--- src/rtl/stage5_fence_if.sv ---
// Cache/TLB maintenance bundle between the fence sequencer (master) and the
// cache-control side (slave): single-cycle command pulses, sfence operands, done strobes.
interface stage5_fence_if #(
  parameter int ASID_LENGTH = 9
);
  logic                   dcache_flush;
  logic                   icache_flush;
  logic                   itlb_fence;
  logic                   dtlb_fence;
  logic [ASID_LENGTH-1:0] fence_asid;
  logic [31:0]            fence_va;
  logic                   dflush_done;
  logic                   iflush_done;
  logic                   itlb_fence_done;
  logic                   dtlb_fence_done;

  modport master (
    output dcache_flush, icache_flush, itlb_fence, dtlb_fence, fence_asid, fence_va,
    input  dflush_done, iflush_done, itlb_fence_done, dtlb_fence_done
  );

  modport slave (
    input  dcache_flush, icache_flush, itlb_fence, dtlb_fence, fence_asid, fence_va,
    output dflush_done, iflush_done, itlb_fence_done, dtlb_fence_done
  );
endinterface

--- src/rtl/stage5_fence_sequencer.sv ---
// Orders FENCE.I / SFENCE.VMA maintenance: D-cache flush, I-cache invalidate, TLB fences.
// Optional watchdog enabled by defining STAGE5_FENCE_TIMEOUT_EN.
module stage5_fence_sequencer #(
  parameter int ASID_LENGTH    = 9,
  parameter bit TLB_PRESENT    = 1'b1,
  parameter int TIMEOUT_CYCLES = 1024
) (
  input  logic                   CLK,
  input  logic                   nRST,
  input  logic                   ifence_req,
  input  logic                   sfence_req,
  input  logic                   ex_mem_stall,
  input  logic [ASID_LENGTH-1:0] req_asid,
  input  logic [31:0]            req_va,
  stage5_fence_if.master         cc,
  output logic                   fence_stall,
  output logic                   fence_done,
  output logic                   fence_timeout
);

  typedef enum logic [2:0] {IDLE, DFLUSH, IFLUSH, TLB, DONE} state_t;

  state_t                 state, state_n;
  logic                   pend_s;
  logic                   it_ok, dt_ok;
  logic                   dflush_q, iflush_q, tlb_q;
  logic [ASID_LENGTH-1:0] asid_q;
  logic [31:0]            va_q;
  logic                   tlb_both;
  logic                   phase_done;
  logic                   waiting;
  logic                   entering;
  logic                   wd_hit;

  assign tlb_both = (it_ok || cc.itlb_fence_done) && (dt_ok || cc.dtlb_fence_done);
  assign waiting  = (state == DFLUSH) || (state == IFLUSH) || (state == TLB);
  assign entering = (state_n != state) &&
                    ((state_n == DFLUSH) || (state_n == IFLUSH) || (state_n == TLB));

  always_comb begin
    phase_done = 1'b0;
    case (state)
      DFLUSH:  phase_done = cc.dflush_done;
      IFLUSH:  phase_done = cc.iflush_done;
      TLB:     phase_done = tlb_both;
      default: phase_done = 1'b0;
    endcase
  end

`ifdef STAGE5_FENCE_TIMEOUT_EN
  localparam logic [15:0] WD_LAST = 16'(TIMEOUT_CYCLES - 1);
  logic [15:0] wd_cnt;
  logic        timeout_q;

  // The registered timeout pulse doubles as the synthetic done for the stuck phase.
  always_ff @(posedge CLK or negedge nRST) begin
    if (!nRST) begin
      wd_cnt    <= '0;
      timeout_q <= 1'b0;
    end else begin
      timeout_q <= waiting && !phase_done && !timeout_q && (wd_cnt == WD_LAST);
      if (entering)
        wd_cnt <= '0;
      else if (waiting)
        wd_cnt <= wd_cnt + 16'd1;
    end
  end

  assign wd_hit        = timeout_q;
  assign fence_timeout = timeout_q;
`else
  assign wd_hit        = 1'b0;
  assign fence_timeout = 1'b0;
`endif

  always_comb begin
    state_n     = state;
    fence_stall = 1'b0;
    fence_done  = 1'b0;
    case (state)
      IDLE: begin
        fence_stall = ifence_req || sfence_req;
        if (ifence_req)
          state_n = DFLUSH;
        else if (sfence_req)
          state_n = (TLB_PRESENT != 1'b0) ? TLB : DONE;
      end
      DFLUSH: begin
        fence_stall = 1'b1;
        if (phase_done || wd_hit)
          state_n = IFLUSH;
      end
      IFLUSH: begin
        fence_stall = 1'b1;
        if (phase_done || wd_hit)
          state_n = (pend_s && (TLB_PRESENT != 1'b0)) ? TLB : DONE;
      end
      TLB: begin
        fence_stall = 1'b1;
        if (phase_done || wd_hit)
          state_n = DONE;
      end
      DONE: begin
        fence_done = 1'b1;
        // Leave only once the pipeline advances, so a still-held request cannot re-fire.
        if (!ex_mem_stall)
          state_n = IDLE;
      end
      default: state_n = IDLE;
    endcase
  end

  always_ff @(posedge CLK or negedge nRST) begin
    if (!nRST) begin
      state    <= IDLE;
      pend_s   <= 1'b0;
      it_ok    <= 1'b0;
      dt_ok    <= 1'b0;
      dflush_q <= 1'b0;
      iflush_q <= 1'b0;
      tlb_q    <= 1'b0;
      asid_q   <= '0;
      va_q     <= '0;
    end else begin
      state    <= state_n;
      // Command pulses fire in the first cycle of the state they belong to.
      dflush_q <= (state_n == DFLUSH) && (state != DFLUSH);
      iflush_q <= (state_n == IFLUSH) && (state != IFLUSH);
      tlb_q    <= (state_n == TLB)    && (state != TLB);
      if ((state == IDLE) && ifence_req)
        pend_s <= sfence_req;
      if ((state == IDLE) && sfence_req) begin
        asid_q <= req_asid;
        va_q   <= req_va;
      end
      if (state == TLB) begin
        it_ok <= it_ok || cc.itlb_fence_done;
        dt_ok <= dt_ok || cc.dtlb_fence_done;
      end else begin
        it_ok <= 1'b0;
        dt_ok <= 1'b0;
      end
    end
  end

  assign cc.dcache_flush = dflush_q;
  assign cc.icache_flush = iflush_q;
  assign cc.itlb_fence   = tlb_q;
  assign cc.dtlb_fence   = tlb_q;
  assign cc.fence_asid   = asid_q;
  assign cc.fence_va     = va_q;

endmodule

--- src/flat_wrapper.sv ---
// flat-port wrapper written by rule: the top's interface ports become plain ports
module stage5_fence_sequencer_flat 
#(
  parameter int ASID_LENGTH    = 9,
  parameter bit TLB_PRESENT    = 1'b1,
  parameter int TIMEOUT_CYCLES = 1024
)
  (CLK, nRST, ifence_req, sfence_req, ex_mem_stall, req_asid, req_va, fence_stall, fence_done, fence_timeout, cc_dcache_flush, cc_icache_flush, cc_itlb_fence, cc_dtlb_fence, cc_fence_asid, cc_fence_va, cc_dflush_done, cc_iflush_done, cc_itlb_fence_done, cc_dtlb_fence_done);
  stage5_fence_if #(.ASID_LENGTH(ASID_LENGTH)) cc_i ();
  input  logic CLK;
  input  logic nRST;
  input  logic ifence_req;
  input  logic sfence_req;
  input  logic ex_mem_stall;
  input  logic [ASID_LENGTH-1:0] req_asid;
  input  logic [31:0] req_va;
  output logic fence_stall;
  output logic fence_done;
  output logic fence_timeout;
  output wire logic [$bits(cc_i.dcache_flush)-1:0] cc_dcache_flush;
  output wire logic [$bits(cc_i.icache_flush)-1:0] cc_icache_flush;
  output wire logic [$bits(cc_i.itlb_fence)-1:0] cc_itlb_fence;
  output wire logic [$bits(cc_i.dtlb_fence)-1:0] cc_dtlb_fence;
  output wire logic [$bits(cc_i.fence_asid)-1:0] cc_fence_asid;
  output wire logic [$bits(cc_i.fence_va)-1:0] cc_fence_va;
  input wire logic [$bits(cc_i.dflush_done)-1:0] cc_dflush_done;
  input wire logic [$bits(cc_i.iflush_done)-1:0] cc_iflush_done;
  input wire logic [$bits(cc_i.itlb_fence_done)-1:0] cc_itlb_fence_done;
  input wire logic [$bits(cc_i.dtlb_fence_done)-1:0] cc_dtlb_fence_done;
  assign cc_dcache_flush = cc_i.dcache_flush;
  assign cc_icache_flush = cc_i.icache_flush;
  assign cc_itlb_fence = cc_i.itlb_fence;
  assign cc_dtlb_fence = cc_i.dtlb_fence;
  assign cc_fence_asid = cc_i.fence_asid;
  assign cc_fence_va = cc_i.fence_va;
  assign cc_i.dflush_done = cc_dflush_done;
  assign cc_i.iflush_done = cc_iflush_done;
  assign cc_i.itlb_fence_done = cc_itlb_fence_done;
  assign cc_i.dtlb_fence_done = cc_dtlb_fence_done;
  stage5_fence_sequencer #(.ASID_LENGTH(ASID_LENGTH), .TLB_PRESENT(TLB_PRESENT), .TIMEOUT_CYCLES(TIMEOUT_CYCLES)) u_core (.CLK(CLK), .nRST(nRST), .ifence_req(ifence_req), .sfence_req(sfence_req), .ex_mem_stall(ex_mem_stall), .req_asid(req_asid), .req_va(req_va), .cc(cc_i), .fence_stall(fence_stall), .fence_done(fence_done), .fence_timeout(fence_timeout));
endmodule
--- config.mk ---
export PLATFORM = sky130hd
export DESIGN_NAME = stage5_fence_sequencer_flat
export DESIGN_NICKNAME = d
export VERILOG_FILES = /design/src/rtl/stage5_fence_if.sv /design/src/rtl/stage5_fence_sequencer.sv /design/src/flat_wrapper.sv
export SDC_FILE = /design/constraint.sdc
export NUM_CORES = 1
export LEC_CHECK = 0
export CAP_MARGIN = 20
export CORE_ASPECT_RATIO = 1.2
export CORE_MARGIN = 3
export CORE_UTILIZATION = 25
export DETAILED_ROUTE_END_ITERATION = 6
export PLACE_DENSITY_LB_ADDON = 0.25
export SYNTH_ARGS = -nofsm -noshare
export SYNTH_HDL_FRONTEND = slang
export SYNTH_SLANG_ARGS = --single-unit
--- constraint.sdc ---
create_clock -name CLK -period 4.04 [get_ports CLK]
set_input_delay 0.606 -clock CLK [delete_from_list [all_inputs] [get_ports CLK]]
set_output_delay 0.606 -clock CLK [all_outputs]
set_load 0.03 [all_outputs]
==> run summary, run 1 <==
status: finished clean
Seq/Total Area, Yosys: 0.584
Post-DP HPWL: 3.37 mm
Critical Path Slowest Stage Cell: clkdlybuf4s50_1
worst path arrival time: 1.97 ns
maximum fanout along the worst path: 5
P&R area growth vs syn: 52.9%
routability cong.: 0.733
CTS tree: built
synthesized cell area: 0.00214 mm2
first-pass GRT wire length: 7.83 mm
TNS Setup: 0 ns
cells after synthesis: 137
clk_lat worst skew: 0.30 ns
Die W: 90.5 um
H-tree levels: 2
crit-path most repeated cell: clkdlybuf4s50_1
Starting Density: 0.260
Worst-path clk slew: 0.10 ns
clock root cell: clkbuf_8
Pre-Repair DR Iteration Count: 5
# DRC: 0
Final setup viols: 0
LEAKAGE: 0.00137 uW
Most used DFF post-synth: dfrtp_1
io pins: 98
Vias: 1,433
final worst-path cycle share: 0.637
WP data required: 3.43 ns
Storage cell area: 0.00125 mm2
GRT Total Usage: 0.101
vias in the first global route: 1,507
most area-consuming cells after synthesis: dfrtp_1 58%, mux2_4 19%, mux2_2 4.7%
Final min period: 2.57 ns
slowest cell delay on critical path: 0.60 ns
most common cell after layout, fill and taps aside: clkdlybuf4s50_1
Layout Utilization: 0.397
WL final: 4.69 mm
crit-path cells: clkdlybuf4s50_1 -> nor4_1 -> nor2_1 -> clkdlybuf4s50_1
Synth warnings: 0
Ant. Diodes: 0
antenna violations before repair: 0
Setup Crit Path Kind: in -> out
post-cts resize count: 0
Peak supply drop: 309 uV
final antenna-violating net count: 0
Hold WC Path Type: in -> async
reg2reg start: u_core.state[0]
Std-Cell Core Area: 0.00824 mm2
Yosys reg bits: 50
grt ovf: 0
clock sink total: 50
die area: 0.00972 mm2
layout cell share with drive strength beyond 1: 0.218
Net Count, Synth: 187
FF-to-FF End: u_core.cc.fence_va[31]
maximum clock rate: 0.388 GHz
total CTS buffers: 5
PortBufs: 96
post-synth top area share: 0.584
die height: 107 um
crit path launch type: input pin
Post-synth EDFFs: 0
slew margin rel.: 0.539
unrepaired setup endpoints after global routing: no
Syn Area/Cell: 15.6 um2
CTS Hold Bufs: 0
final hold violations: 0
CP Capture Type: output port
row count: 36
Slew @ Worst Pin: 0.692 ns
Post-CTS Setup Bufs: 0
fill cell total of the finished layout: 792
ys async rst share: 1.00
commonest cells after routing, fill and taps aside: 95 x clkdlybuf4s50_1, 50 x dfrtp_1, 27 x mux2_4
Max-Cap Viols: 0
DR iter-0 viols: 32
DR WL/cell: 13.5 um
max-slew violation count: 0
PwrDens: 849 mW/mm2
clk buf depth: 2
nets@finish: 283
Yosys cell types: 31
Via-to-Cell Ratio: 4.12
reg2reg path depth: 4
largest net degree at the start of global routing: 51
R2R Setup Slk: 2.01 ns
cell taking the most area after synthesis: dfrtp_1
area of the multi-input gates: 793 um2
Setup Skew: 0.00341 ns
[layout make-up]
class	instances	share of cell area
Tap cell	114	0.0435
Inverter	1	0.00115
Sequential cell	50	0.382
Clock buffer	5	0.0210
Timing Repair Buffer	98	0.296
Clock inverter	3	0.0138
Multi-Input combinational cell	77	0.242
[flip-flops by register name, indices dropped and copies added (netlist names)]
signal / flops
u_core.it_ok: 1
u_core.cc.dtlb_fence: 1
u_core.pend_s: 1
u_core.cc.icache_flush: 1
u_core.dt_ok: 1
u_core.cc.dcache_flush: 1
u_core.cc.fence_asid: 9
u_core.state: 3
u_core.cc.fence_va: 32
[metrics by stage]
stage               power (uW)  area, um2  std cells  hold slack, ns  setup WS (ns)
global placement          2450       3160        340           0.468           1.46
CTS                       2830       3280        348           0.427           1.46
global route              2950       3280        348           0.464           1.42
detailed placement        2450       3160        340           0.474           1.47
floorplan                 1890       2140        137           0.310           2.11
finish                    2780       3280        348           0.408           1.47
[worst max-delay path, delay by kind of cell]
family / cells / cell delay, ns
buf+inv: 2 / 1.06
simple gates: 2 / 0.30
[Yosys cell counts, drive strengths merged (2+ instances only)]
cell type,number
a31oi,2
nor2b,2
mux2,42
and2,2
nand2,4
nor2,5
o21ai,3
nor3,2
dfrtp,50
buf,9
[how the worst max path moves through the flow]
stage	from	to	slack, ns
after CTS	sfence_req	fence_stall	1.46
after floorplan	u_core.state[0]	fence_done	2.11
after global routing	sfence_req	fence_stall	1.42
final	sfence_req	fence_stall	1.47
after global placement	sfence_req	fence_stall	1.46
after detailed placement	sfence_req	fence_stall	1.47
[routing by layer]
layer	global-route usage	wire length, um
met5	0	0
met4	0.0263	46
met1	0.137	2240
met3	0.0357	329
met2	0.151	2080
[kinds of logic after synthesis]
logic type             share of synthesized area
buffers and inverters                     0.0456
AND/OR/NAND/NOR                           0.0643
flip-flops                                 0.584
multiplexers                               0.268
AO/OA/AOI/OAI                             0.0362
other                                    0.00175
[power breakdown]
group / switching, uW / internal (uW) / total (uW)
Combinational: 759 / 774 / 1530
Clock: 172 / 184 / 356
Sequential: 150 / 743 / 893
Total: 1080 / 1700 / 2780
Note: power is estimated with default switching activity, not from simulation.
==> run 2, diff against run 1 <==
==> constraint.sdc (replaced) <==
create_clock -name CLK -period 2.65 [get_ports CLK]
set_input_delay 0.3975 -clock CLK [delete_from_list [all_inputs] [get_ports CLK]]
set_output_delay 0.3975 -clock CLK [all_outputs]
set_load 0.03 [all_outputs]
==> run 2 against run 1 <==
  * Largest cell class unchanged
  * Worst hold slack worse by 0.37 ns
  * Cell area up 0.23%
  * Sequential power increased by 52%
  * Register-to-register slack worse by 1.2 ns
  * Critical path depth down 2
  * Clock power increased by 50%
  * Non-clock buffer count rose by 2
  * Power is 53% higher
  * Core utilization grew 0.091 points
  * Clock skew hardly changed
==> run summary, run 2 (synthesized netlist as in run 1, its figures left out) <==
Pre-Repair DR Iteration Count: 4 (-1)
final worst-path cycle share: 0.853
TNS Setup: 0 ns (unchanged)
pre-CTS setup slack: 0.487 ns (-0.983 ns)
Largest register FFs: 32 (unchanged)
Setup Skew: 0.00351 ns (+0.0000991 ns)
Ant. Diodes: 0 (unchanged)
clock root cell: clkbuf_8
largest net degree at the start of global routing: 28 (-45%)
H-tree levels: 2 (unchanged)
Starting Density: 0.260 (unchanged)
max-slew violation count: 0 (unchanged)
grt met3 use: 0.0399 (+0.00420)
total CTS buffers: 5 (unchanged)
Max-Cap Viols: 0 (unchanged)
nets@finish: 285 (+0.71%)
WP data required: 2.25 ns (-1.18 ns)
vias in the first global route: 1,537 (+2.0%)
clk_lat worst skew: 0.29 ns (about the same)
CP Capture Type: output port
most common cell after layout, fill and taps aside: clkdlybuf4s50_1
Post-CTS Setup Bufs: 0 (unchanged)
CTS tree: built
io pins: 98 (unchanged)
PortBufs: 96 (unchanged)
layout cell share with drive strength beyond 1: 0.216 (-0.00185)
WL final: 4.94 mm (+5.2%)
Std-Cell Core Area: 0.00824 mm2 (unchanged)
GR peak layer: met2
met1 GRT Util: 0.144 (+0.00629)
GR Util met2: 0.157 (+0.00636)
Setup Crit Path Kind: reg -> out
LEAKAGE: 0.00138 uW (+0.88%)
# DRC: 0 (unchanged)
P&R area growth vs syn: 53.3%
Die W: 90.5 um (unchanged)
Post-DP HPWL: 3.65 mm (+8.2%)
worst setup margin: 0.389 ns (-1.08 ns)
antenna violations before repair: 0 (unchanged)
post-cts resize count: 0 (unchanged)
grt ovf: 0 (unchanged)
commonest cells after routing, fill and taps aside: 95 x clkdlybuf4s50_1, 50 x dfrtp_1, 27 x mux2_4
maximum fanout along the worst path: 13 (+8)
crit path launch type: flop
Critical Path Source: u_core.state[0]
DR iter-0 viols: 33 (+3.1%)
PwrDens: 1290 mW/mm2 (+52%)
die area: 0.00972 mm2 (unchanged)
Via-to-Cell Ratio: 4.11 (-0.22%)
unrepaired setup endpoints after global routing: no
final hold violations: 0 (unchanged)
Vias: 1,438 (+0.35%)
reg2reg start: u_core.state[0]
row count: 36 (unchanged)
Worst-path clk slew: 0.09 ns (about the same)
Final min period: 2.26 ns
GRT Total Usage: 0.106 (+0.00497)
DR WL/cell: 14.1 um (+4.6%)
final antenna-violating net count: 0 (unchanged)
Hold WC Path Type: in -> async
die height: 107 um (unchanged)
clock sink total: 50 (unchanged)
maximum clock rate: 0.442 GHz
CTS Hold Bufs: 0 (unchanged)
routability cong.: 0.823 (+12%)
status: finished clean
clk buf depth: 2 (unchanged)
worst path arrival time: 1.86 ns (-0.11 ns)
fill cell total of the finished layout: 799 (+0.88%)
Peak supply drop: 465 uV (+50%)
Final setup viols: 0 (unchanged)
first-pass GRT wire length: 8.22 mm (+4.9%)
-- run 2: cell count changes in the layout (fill, tap and decap cells not counted) --
| cell | previous run | this run |
|---|---|---|
| buf_4 | 2 | 4 |
| clkbuf_1 | 0 | 2 |
| clkinvlp_4 | 2 | 0 |
-- run 2: cell type report --
type	instances	area [um2]	area share
sequential	50	1250	0.381
clock buffer	7	76.3	0.0232
multi-input combinational	77	793	0.242
tap	114	143	0.0434
clock inverter	1	30.0	0.00915
timing repair buffer	100	986	0.300
inverter	1	3.75	0.00114
-- run 2: layer usage --
layer,share of wire,up-vias
met5,0,-
met4,0.0073,0
met3,0.081,4
met2,0.44,82
met1,0.47,680
li1,-,672
-- run 2: power breakdown --
group	internal (uW)	switching [uW]	total, uW
registers	1130	229	1360
logic	1180	1170	2350
clock network	283	251	534
-- run 2: critical path: stages (launching register included) --
cell and delay, ns:
dfrtp_1 0.53, nor3b_1 0.31, clkdlybuf4s50_1 0.73
-- run 2: final timing paths --
| check | depth (start not counted) | end | slack (ns) |
|---|---|---|---|
| hold reg to reg | 1 | u_core.cc.fence_va[28] | 0.49 |
| setup reg to reg | 4 | u_core.cc.fence_va[4] | 0.77 |
| min in group CLK | 1 | u_core.cc.fence_va[28] | 0.49 |
| hold / removal | 1 | u_core.cc.fence_va[27] | 0.04 |
| max in group asynchronous | 2 | u_core.cc.fence_va[18] | 1.98 |
| setup / recovery | 2 | fence_done | 0.39 |
-- run 2: stage by stage --
| stage | instance area [um2] | power, uW | utilization | hold WS, ns | instances |
|---|---|---|---|---|---|
| after floorplan | 2140 | 2880 | - | 0.102 | 137 |
| after global placement | 3180 | 3740 | 0.385 | 0.378 | 342 |
| after detailed placement | 3180 | 3750 | 0.385 | 0.383 | 342 |
| after CTS | 3280 | 4310 | 0.398 | 0.0490 | 350 |
| after global routing | 3280 | 4480 | 0.398 | 0.0627 | 350 |
| final | 3280 | 4250 | 0.398 | 0.0411 | 350 |
